--- src/rtl/jt89_decim.sv ---
// Boxcar decimator for the jt89 PSG stereo mix: averages DECIM input samples
// and presents mean*32 as signed 16-bit stereo through a one-entry valid/ready register.
module jt89_decim #(
  parameter int DECIM = 64,
  parameter int LOG2D = $clog2(DECIM),
  parameter int OUT_W = 16
) (
  input  logic                    clk,
  input  logic                    rst_n,
  input  logic                    clk_en,
  input  logic signed [10:0]      inL,
  input  logic signed [10:0]      inR,
  input  logic                    flush,
  output logic                    sample_valid,
  input  logic                    sample_ready,
  output logic signed [OUT_W-1:0] sampleL,
  output logic signed [OUT_W-1:0] sampleR,
  output logic                    overrun,
  input  logic                    clr_overrun
);

  localparam int ACC_W = 11 + LOG2D;
  // Dropping the low LOG2D-5 bits of the window sum is floor(mean*32).
  localparam int SH    = LOG2D - 5;

  logic signed [ACC_W-1:0] acc_l_r, acc_r_r;
  logic signed [ACC_W-1:0] acc_l_nx_s, acc_r_nx_s;
  logic signed [ACC_W-1:0] sum_l_s, sum_r_s;
  logic [LOG2D-1:0]        cnt_r, cnt_nx_s;
  logic signed [OUT_W-1:0] sample_l_r, sample_r_r;
  logic signed [OUT_W-1:0] sample_l_nx_s, sample_r_nx_s;
  logic                    valid_r, valid_nx_s;
  logic                    overrun_r, overrun_nx_s;
  logic                    last_s, result_s, xfer_s, ovr_set_s;

  assign sum_l_s  = acc_l_r + {{LOG2D{inL[10]}}, inL};
  assign sum_r_s  = acc_r_r + {{LOG2D{inR[10]}}, inR};
  assign last_s   = clk_en & (&cnt_r);
  assign result_s = last_s & ~flush;
  assign xfer_s   = valid_r & sample_ready;
  assign ovr_set_s = result_s & valid_r & ~sample_ready;

  // Accumulator and window counter next state; flush overrides everything.
  always_comb begin
    acc_l_nx_s = acc_l_r;
    acc_r_nx_s = acc_r_r;
    cnt_nx_s   = cnt_r;
    if (flush || last_s) begin
      acc_l_nx_s = {ACC_W{1'b0}};
      acc_r_nx_s = {ACC_W{1'b0}};
      cnt_nx_s   = {LOG2D{1'b0}};
    end else if (clk_en) begin
      acc_l_nx_s = sum_l_s;
      acc_r_nx_s = sum_r_s;
      cnt_nx_s   = cnt_r + {{(LOG2D-1){1'b0}}, 1'b1};
    end else begin
      cnt_nx_s   = cnt_r;
    end
  end

  // Holding register: a new result always loads, overwriting an unaccepted one.
  always_comb begin
    sample_l_nx_s = sample_l_r;
    sample_r_nx_s = sample_r_r;
    valid_nx_s    = valid_r;
    overrun_nx_s  = overrun_r;
    if (result_s) begin
      sample_l_nx_s = sum_l_s[ACC_W-1:SH];
      sample_r_nx_s = sum_r_s[ACC_W-1:SH];
      valid_nx_s    = 1'b1;
    end else if (xfer_s) begin
      valid_nx_s    = 1'b0;
    end else begin
      valid_nx_s    = valid_r;
    end
    if (ovr_set_s) begin
      overrun_nx_s = 1'b1;
    end else if (clr_overrun) begin
      overrun_nx_s = 1'b0;
    end else begin
      overrun_nx_s = overrun_r;
    end
  end

  // State registers.
  always_ff @(posedge clk or negedge rst_n) begin
    if (!rst_n) begin
      acc_l_r    <= {ACC_W{1'b0}};
      acc_r_r    <= {ACC_W{1'b0}};
      cnt_r      <= {LOG2D{1'b0}};
      sample_l_r <= {OUT_W{1'b0}};
      sample_r_r <= {OUT_W{1'b0}};
      valid_r    <= 1'b0;
      overrun_r  <= 1'b0;
    end else begin
      acc_l_r    <= acc_l_nx_s;
      acc_r_r    <= acc_r_nx_s;
      cnt_r      <= cnt_nx_s;
      sample_l_r <= sample_l_nx_s;
      sample_r_r <= sample_r_nx_s;
      valid_r    <= valid_nx_s;
      overrun_r  <= overrun_nx_s;
    end
  end

  assign sample_valid = valid_r;
  assign sampleL      = sample_l_r;
  assign sampleR      = sample_r_r;
  assign overrun      = overrun_r;

endmodule

--- config.mk ---
export PLATFORM = sky130hd
export DESIGN_NAME = jt89_decim
export DESIGN_NICKNAME = d
export VERILOG_FILES = /design/src/rtl/jt89_decim.sv
export SDC_FILE = /design/constraint.sdc
export NUM_CORES = 1
export LEC_CHECK = 0
export CORE_MARGIN = 5
export CORE_UTILIZATION = 55
export DETAILED_ROUTE_END_ITERATION = 12
export PLACE_DENSITY = 0.81
export SETUP_SLACK_MARGIN = 0.15
export SKIP_CTS_REPAIR_TIMING = 1
export SLEW_MARGIN = 20
export SYNTH_ARGS = -nofsm -noshare
export SYNTH_HDL_FRONTEND = slang
export SYNTH_SLANG_ARGS = --single-unit
export TNS_END_PERCENT = 10
--- constraint.sdc ---
create_clock -name clk -period 2.85 [get_ports clk]
set_input_delay 0.285 -clock clk [delete_from_list [all_inputs] [get_ports clk]]
set_output_delay 0.285 -clock clk [all_outputs]
set_load 0.005 [all_outputs]
==> results of run 1 <==
[layer usage]
metal / share of wire / wire length (um) / vias up
li1: - / - / 1702
met1: 0.45 / 4650 / 1764
met2: 0.48 / 4930 / 117
met3: 0.048 / 495 / 23
met4: 0.021 / 211 / 0
met5: 0 / 0 / -
[kinds of logic after synthesis]
logic type | share of synthesized area
buffers and inverters | 0.0255
flip-flops | 0.438
multiplexers | 0.0222
XOR/XNOR | 0.0705
adder cells (fa/ha/maj) | 0.107
AO/OA/AOI/OAI | 0.205
AND/OR/NAND/NOR | 0.131
[cell type report]
class	count	area [um^2]	area share
multi-input cells	327	2300	0.432
flip-flops and latches	74	1850	0.347
repair buffers	84	781	0.146
clock buffers	12	165	0.0309
well taps	102	128	0.0239
clock inverters	4	72.6	0.0136
inverters	10	37.5	0.00703
[registers in the layout, indices dropped and copies added (netlist names)]
| signal | count |
|---|---|
| acc_l_r | 17 |
| acc_r_r | 17 |
| cnt_r | 6 |
| overrun | 1 |
| sampleL | 16 |
| sampleR | 16 |
| sample_valid | 1 |
[critical path: cells and delay by family, from the launching register on]
family	cells	cell delay [ns]
AO/OA/AOI/OAI	5	1.18
flip-flops	1	0.39
XOR/XNOR	1	0.30
adder cells (fa/ha/maj)	2	0.56
AND/OR/NAND/NOR	1	0.13
[power by group through the flow]
stage                     sequential (mW)  combinational [mW]  clock [mW]
final                                1.19               0.984       0.958
after global routing                 1.20                1.08        1.01
after CTS                            1.19               0.943       0.971
after detailed placement             1.20               0.927           0
after global placement               1.20               0.894           0
after floorplan                      1.19               0.667           0
[stage by stage]
stage	TNS, ns	utilization	worst slack [ns]	hold slack (ns)	total power, mW
after floorplan	0	-	0.283	-0.0106	1.86
after global placement	-1.48	0.663	-0.258	0.458	2.09
after detailed placement	-2.14	0.663	-0.351	0.462	2.13
after CTS	0	0.694	0.0134	0.113	3.10
after global routing	0	0.702	0.130	0.169	3.29
final	0	0.702	0.195	0.0451	3.13
[layout by cell type, fill, tap and decap left out, types with 4 or more instances in the layout]
| cell | netlist | layout |
|---|---|---|
| a21oi_2 | 2 | 4 |
| clkbuf_8 | 1 | 12 |
| nand4_1 | 8 | 8 |
| nand2_1 | 78 | 78 |
| a22o_1 | 25 | 25 |
| mux2_2 | 7 | 7 |
| inv_1 | 9 | 9 |
| nand3_1 | 8 | 8 |
| nor2_1 | 12 | 11 |
| xor2_1 | 14 | 14 |
| ha_1 | 33 | 32 |
| o21bai_1 | 6 | 6 |
| o21ai_0 | 24 | 24 |
| dfrtp_1 | 74 | 74 |
| and3_1 | 6 | 6 |
| buf_4 | 0 | 24 |
| clkdlybuf4s50_1 | 0 | 60 |
| a21oi_1 | 27 | 25 |
| a21o_1 | 9 | 9 |
| xnor2_1 | 20 | 20 |
[worst paths after layout]
check | startpoint | endpoint | slack, ns | depth (start not counted)
min in group clk | sampleR[5] | sampleR[5] | 0.48 | 2
hold / removal | rst_n | sampleR[10] | 0.05 | 1
setup / recovery | acc_l_r[0] | acc_l_r[16] | 0.19 | 9
max in group asynchronous | rst_n | acc_l_r[4] | 2.17 | 1
hold reg to reg | sampleR[5] | sampleR[5] | 0.48 | 2
setup reg to reg | acc_l_r[0] | acc_l_r[16] | 0.19 | 9
==> results.json, run 1 <==
{
  "outcome": "completed",
  "use_met1": 0.288,
  "h-tree-depth": 3,
  "tightest_slew_ns": 0.939,
  "globalRouteTotalUtil": 0.219,
  "syn-num-nets": 490,
  "ys_seq_elements": 74,
  "cp_slowest_cell": "a221o_2",
  "diodes": 0,
  "power_frac_comb": 0.315,
  "std_cell_rows": 32,
  "cp_cell_sequence": "ha_2 -> fa_2 -> a21o_2 -> a221o_2 -> a311oi_4 -> o31ai_2 -> xor2_1 -> nand3_1 -> o311ai_1",
  "post_drt_wl_per_cell_um": 16.8,
  "antenna_found_initial": 0,
  "rsz0062_at_grt": "true",
  "ir_drop_uv": 329,
  "fmaxAchievable_mhz": 377,
  "synth_common_cells": "78 x nand2_1, 74 x dfrtp_1, 33 x ha_1, 27 x a21oi_1, 25 x a22o_1",
  "min_path_type": "in2async",
  "cts_tree": "yes",
  "final_cell_count_no_fill": 613,
  "cts_sinks": 74,
  "worstSkewPairLatency_ns": 0.35,
  "max_cap_violations": 0,
  "drc": 0,
  "num_vias": 3606,
  "post-route-min-period_ns": 2.66,
  "dieArea_um2": 9540,
  "yosysTopAreaCellShare": 0.438,
  "fillers": 565,
  "finalClockSkew_ns": 0.00880,
  "layout-drive-gt1-share": 0.131,
  "dp.cells": 594,
  "design_area_um2": 5340,
  "syn_to_final_growth_pct": 26.3,
  "syn_inst": 427,
  "gp_congestion": 0.942,
  "vias_per_cell": 5.88,
  "grt.busiest_layer": "met2",
  "p_sw_mw": 1.00,
  "gr-usage-met2": 0.366,
  "finalNetCount": 569,
  "synth_largest_area_cell": "dfrtp_1",
  "syn-cell-area_um2": 4230,
  "cp.arrival_ns": 2.90,
  "numPortBuffers": 61,
  "endpoint_kind": "flip-flop",
  "ys_top_cells_by_area": "dfrtp_1 44%, ha_1 9.8%, nand2_1 6.9%, a22o_1 5.2%, xnor2_1 4.1%",
  "grt_start_max_net_pins": 75,
  "ant_nets": 0,
  "grt-ovfl-total": 0,
  "first_global_vias": 3643,
  "power_frac_clock": 0.306,
  "yosys_warnings": 0,
  "power.static_leakage_nw": 2.57,
  "hpwlAfterDp_um": 7000,
  "start_kind": "flip-flop",
  "hold_viol": 0,
  "internal_power_mw": 2.13,
  "netlist-cell-type-count": 51,
  "gr-usage-met3": 0.0302,
  "report.final.setup_viol": 0,
  "critPathMaxFanout": 4,
  "ys_seq_area_frac": 0.438,
  "worstSetupPathType": "reg2reg",
  "firstDrtPassIters": 5,
  "cts.reportedPaths.clkPinSlew_ns": 0.08,
  "grt_pass1_wl_um": 17200,
  "start_util": 0.556,
  "dpl_cell_area_um2": 5040,
  "drtIter0Drc": 226,
  "drt_wl_total_um": 10300,
  "cp.required_ns": 3.09,
  "synth-main-ff-cell": "dfrtp_1",
  "clockBufferDepth": 2,
  "num_io_pins": 62,
  "fin_crit_sh": 0.932,
  "cts_made_buffers": 9,
  "cpPeakStageDelay_ns": 0.43,
  "swShare": 0.320,
  "p_per_area_nw_per_um2": 586,
  "sequentialPowerShare": 0.379,
  "yosysMostFrequentCell": "nand2_1",
  "cts-root-buf": "clkbuf_8",
  "relSlewSlack": 0.374,
  "maxSlewViolCount": 0,
  "chipHeight_um": 97.7,
  "async_flop_share": 1.00,
  "syn_avg_cell_area_um2": 9.90,
  "core_area_um2": 7610,
  "synth_edf_count": 0,
  "die_width_um": 97.7
}
Power figures use the tool's default switching activity.
==> run 2, diff against run 1 <==
Settings changed: PLACE_DENSITY 0.81 to 0.84.
==> results.json, run 2 (synthesis gave the netlist of run 1 again) <==
{
  "finalClockSkew_ns": 0.0122,
  "layout-drive-gt1-share": 0.124,
  "syn_to_final_growth_pct": 27.0,
  "maxSlewViolCount": 0,
  "fin_util": 0.706,
  "first_global_vias": 3683,
  "cp.required_ns": 3.10,
  "gp_congestion": 0.913,
  "cts-root-buf": "clkbuf_8",
  "cts_made_buffers": 9,
  "report.final.setup_viol": 0,
  "endpoint_kind": "flip-flop",
  "clockBufferDepth": 2,
  "hpwlAfterDp_um": 7190,
  "tightest_slew_ns": 0.937,
  "cts_sinks": 74,
  "fillers": 545,
  "dpl_cell_area_um2": 5050,
  "cp.arrival_ns": 2.94,
  "post-route-min-period_ns": 2.68,
  "fin_ws_ns": 0.165,
  "cp_slowest_cell": "dfrtp_1",
  "vias_per_cell": 6.02,
  "die_width_um": 97.7,
  "drt_wl_total_um": 10500,
  "grt_start_max_net_pins": 75,
  "antenna_found_initial": 0,
  "num_vias": 3670,
  "worstSetupPathType": "reg2reg",
  "cpPeakStageDelay_ns": 0.42,
  "ir_drop_uv": 371,
  "cp_cell_sequence": "ha_4 -> fa_2 -> a21o_2 -> a221o_2 -> a311oi_4 -> inv_1 -> a21oi_2 -> xnor2_1 -> mux2_2",
  "worstSkewPairLatency_ns": 0.36,
  "finalNetCount": 566,
  "post_drt_wl_per_cell_um": 17.2,
  "path_buf_inv": 1,
  "h-tree-depth": 3,
  "grt-ovfl-total": 0,
  "max_cap_violations": 0,
  "start_kind": "flip-flop",
  "cts_tree": "yes",
  "numPortBuffers": 61,
  "min_path_type": "in2async",
  "place_ws_ns": -0.289,
  "std_cell_rows": 32,
  "diodes": 0,
  "rsz0062_at_grt": "true",
  "p_per_area_nw_per_um2": 608,
  "firstDrtPassIters": 5,
  "globalRouteTotalUtil": 0.221,
  "hold_viol": 0,
  "drtIter0Drc": 231,
  "drc": 0,
  "num_io_pins": 62,
  "core_area_um2": 7610,
  "chipHeight_um": 97.7,
  "cts.reportedPaths.clkPinSlew_ns": 0.09,
  "final_cell_mix": "78 x nand2_1, 74 x dfrtp_1, 60 x clkdlybuf4s50_1",
  "grt_pass1_wl_um": 17300,
  "power.static_leakage_nw": 2.57,
  "top_regs": "acc_l_r (17), acc_r_r (17)",
  "critPathMaxFanout": 4,
  "mostFrequentLayoutCell": "nand2_1",
  "fmaxAchievable_mhz": 373,
  "design_area_um2": 5370,
  "start_util": 0.556,
  "outcome": "completed",
  "dieArea_um2": 9540,
  "relSlewSlack": 0.375,
  "finalPower_mw": 3.27,
  "path_delay_family": "compound AO/OA/AOI/OAI gates",
  "ant_nets": 0,
  "fin_crit_sh": 0.942
}
[run 2: cell types whose count changed in the layout (fill, tap and decap cells not counted), sizes merged]
| cell | delta |
|---|---|
| buf | -3 |
| clkinvlp | -1 |
| bufinv | +2 |
| clkbuf | -2 |
| inv | +1 |
[run 2: path summary, 6_finish.rpt]
| path | end | slack (ns) | depth (start not counted) | from |
|---|---|---|---|---|
| min in group clk | sampleR[3] | 0.48 | 2 | sampleR[3] |
| max in group asynchronous | acc_l_r[15] | 2.17 | 1 | rst_n |
| worst max-delay path | sampleL[11] | 0.17 | 9 | acc_l_r[0] |
| worst min register to register | sampleR[3] | 0.48 | 2 | sampleR[3] |
| worst min-delay path | sampleR[11] | 0.04 | 1 | rst_n |
| worst max register to register | sampleL[11] | 0.17 | 9 | acc_l_r[0] |
[run 2: layer usage]
| metal | vias up | track usage | part of all wire |
|---|---|---|---|
| li1 | 1706 | - | - |
| met4 | 0 | 0.0831 | 0.020 |
| met1 | 1807 | 0.302 | 0.45 |
| met3 | 20 | 0.0330 | 0.051 |
| met5 | - | 0 | 0 |
| met2 | 137 | 0.356 | 0.48 |
[run 2: cell type report]
cell class,instances,area [um^2],share of cell area
multi-input cells,327,2320,0.431
clock buffers,10,128,0.0238
flip-flops and latches,74,1850,0.345
inverters,10,37.5,0.00699
repair buffers,81,771,0.144
well taps,102,128,0.0238
clock inverters,6,138,0.0256
[run 2: per-stage QoR]
stage	hold WS, ns	setup TNS (ns)	instances
final	0.0444	0	610
after global routing	0.167	0	610
after CTS	0.107	0	609
after detailed placement	0.462	-1.78	593
after global placement	0.458	-1.37	593
after floorplan	-0.0106	0	427
[run 2: power by group]
group	switching (mW)	internal (mW)	leakage, nW	total [mW]
Sequential	0.0542	1.13	1.01	1.18
Clock	0.420	0.675	0.131	1.10
Combinational	0.556	0.430	1.43	0.986
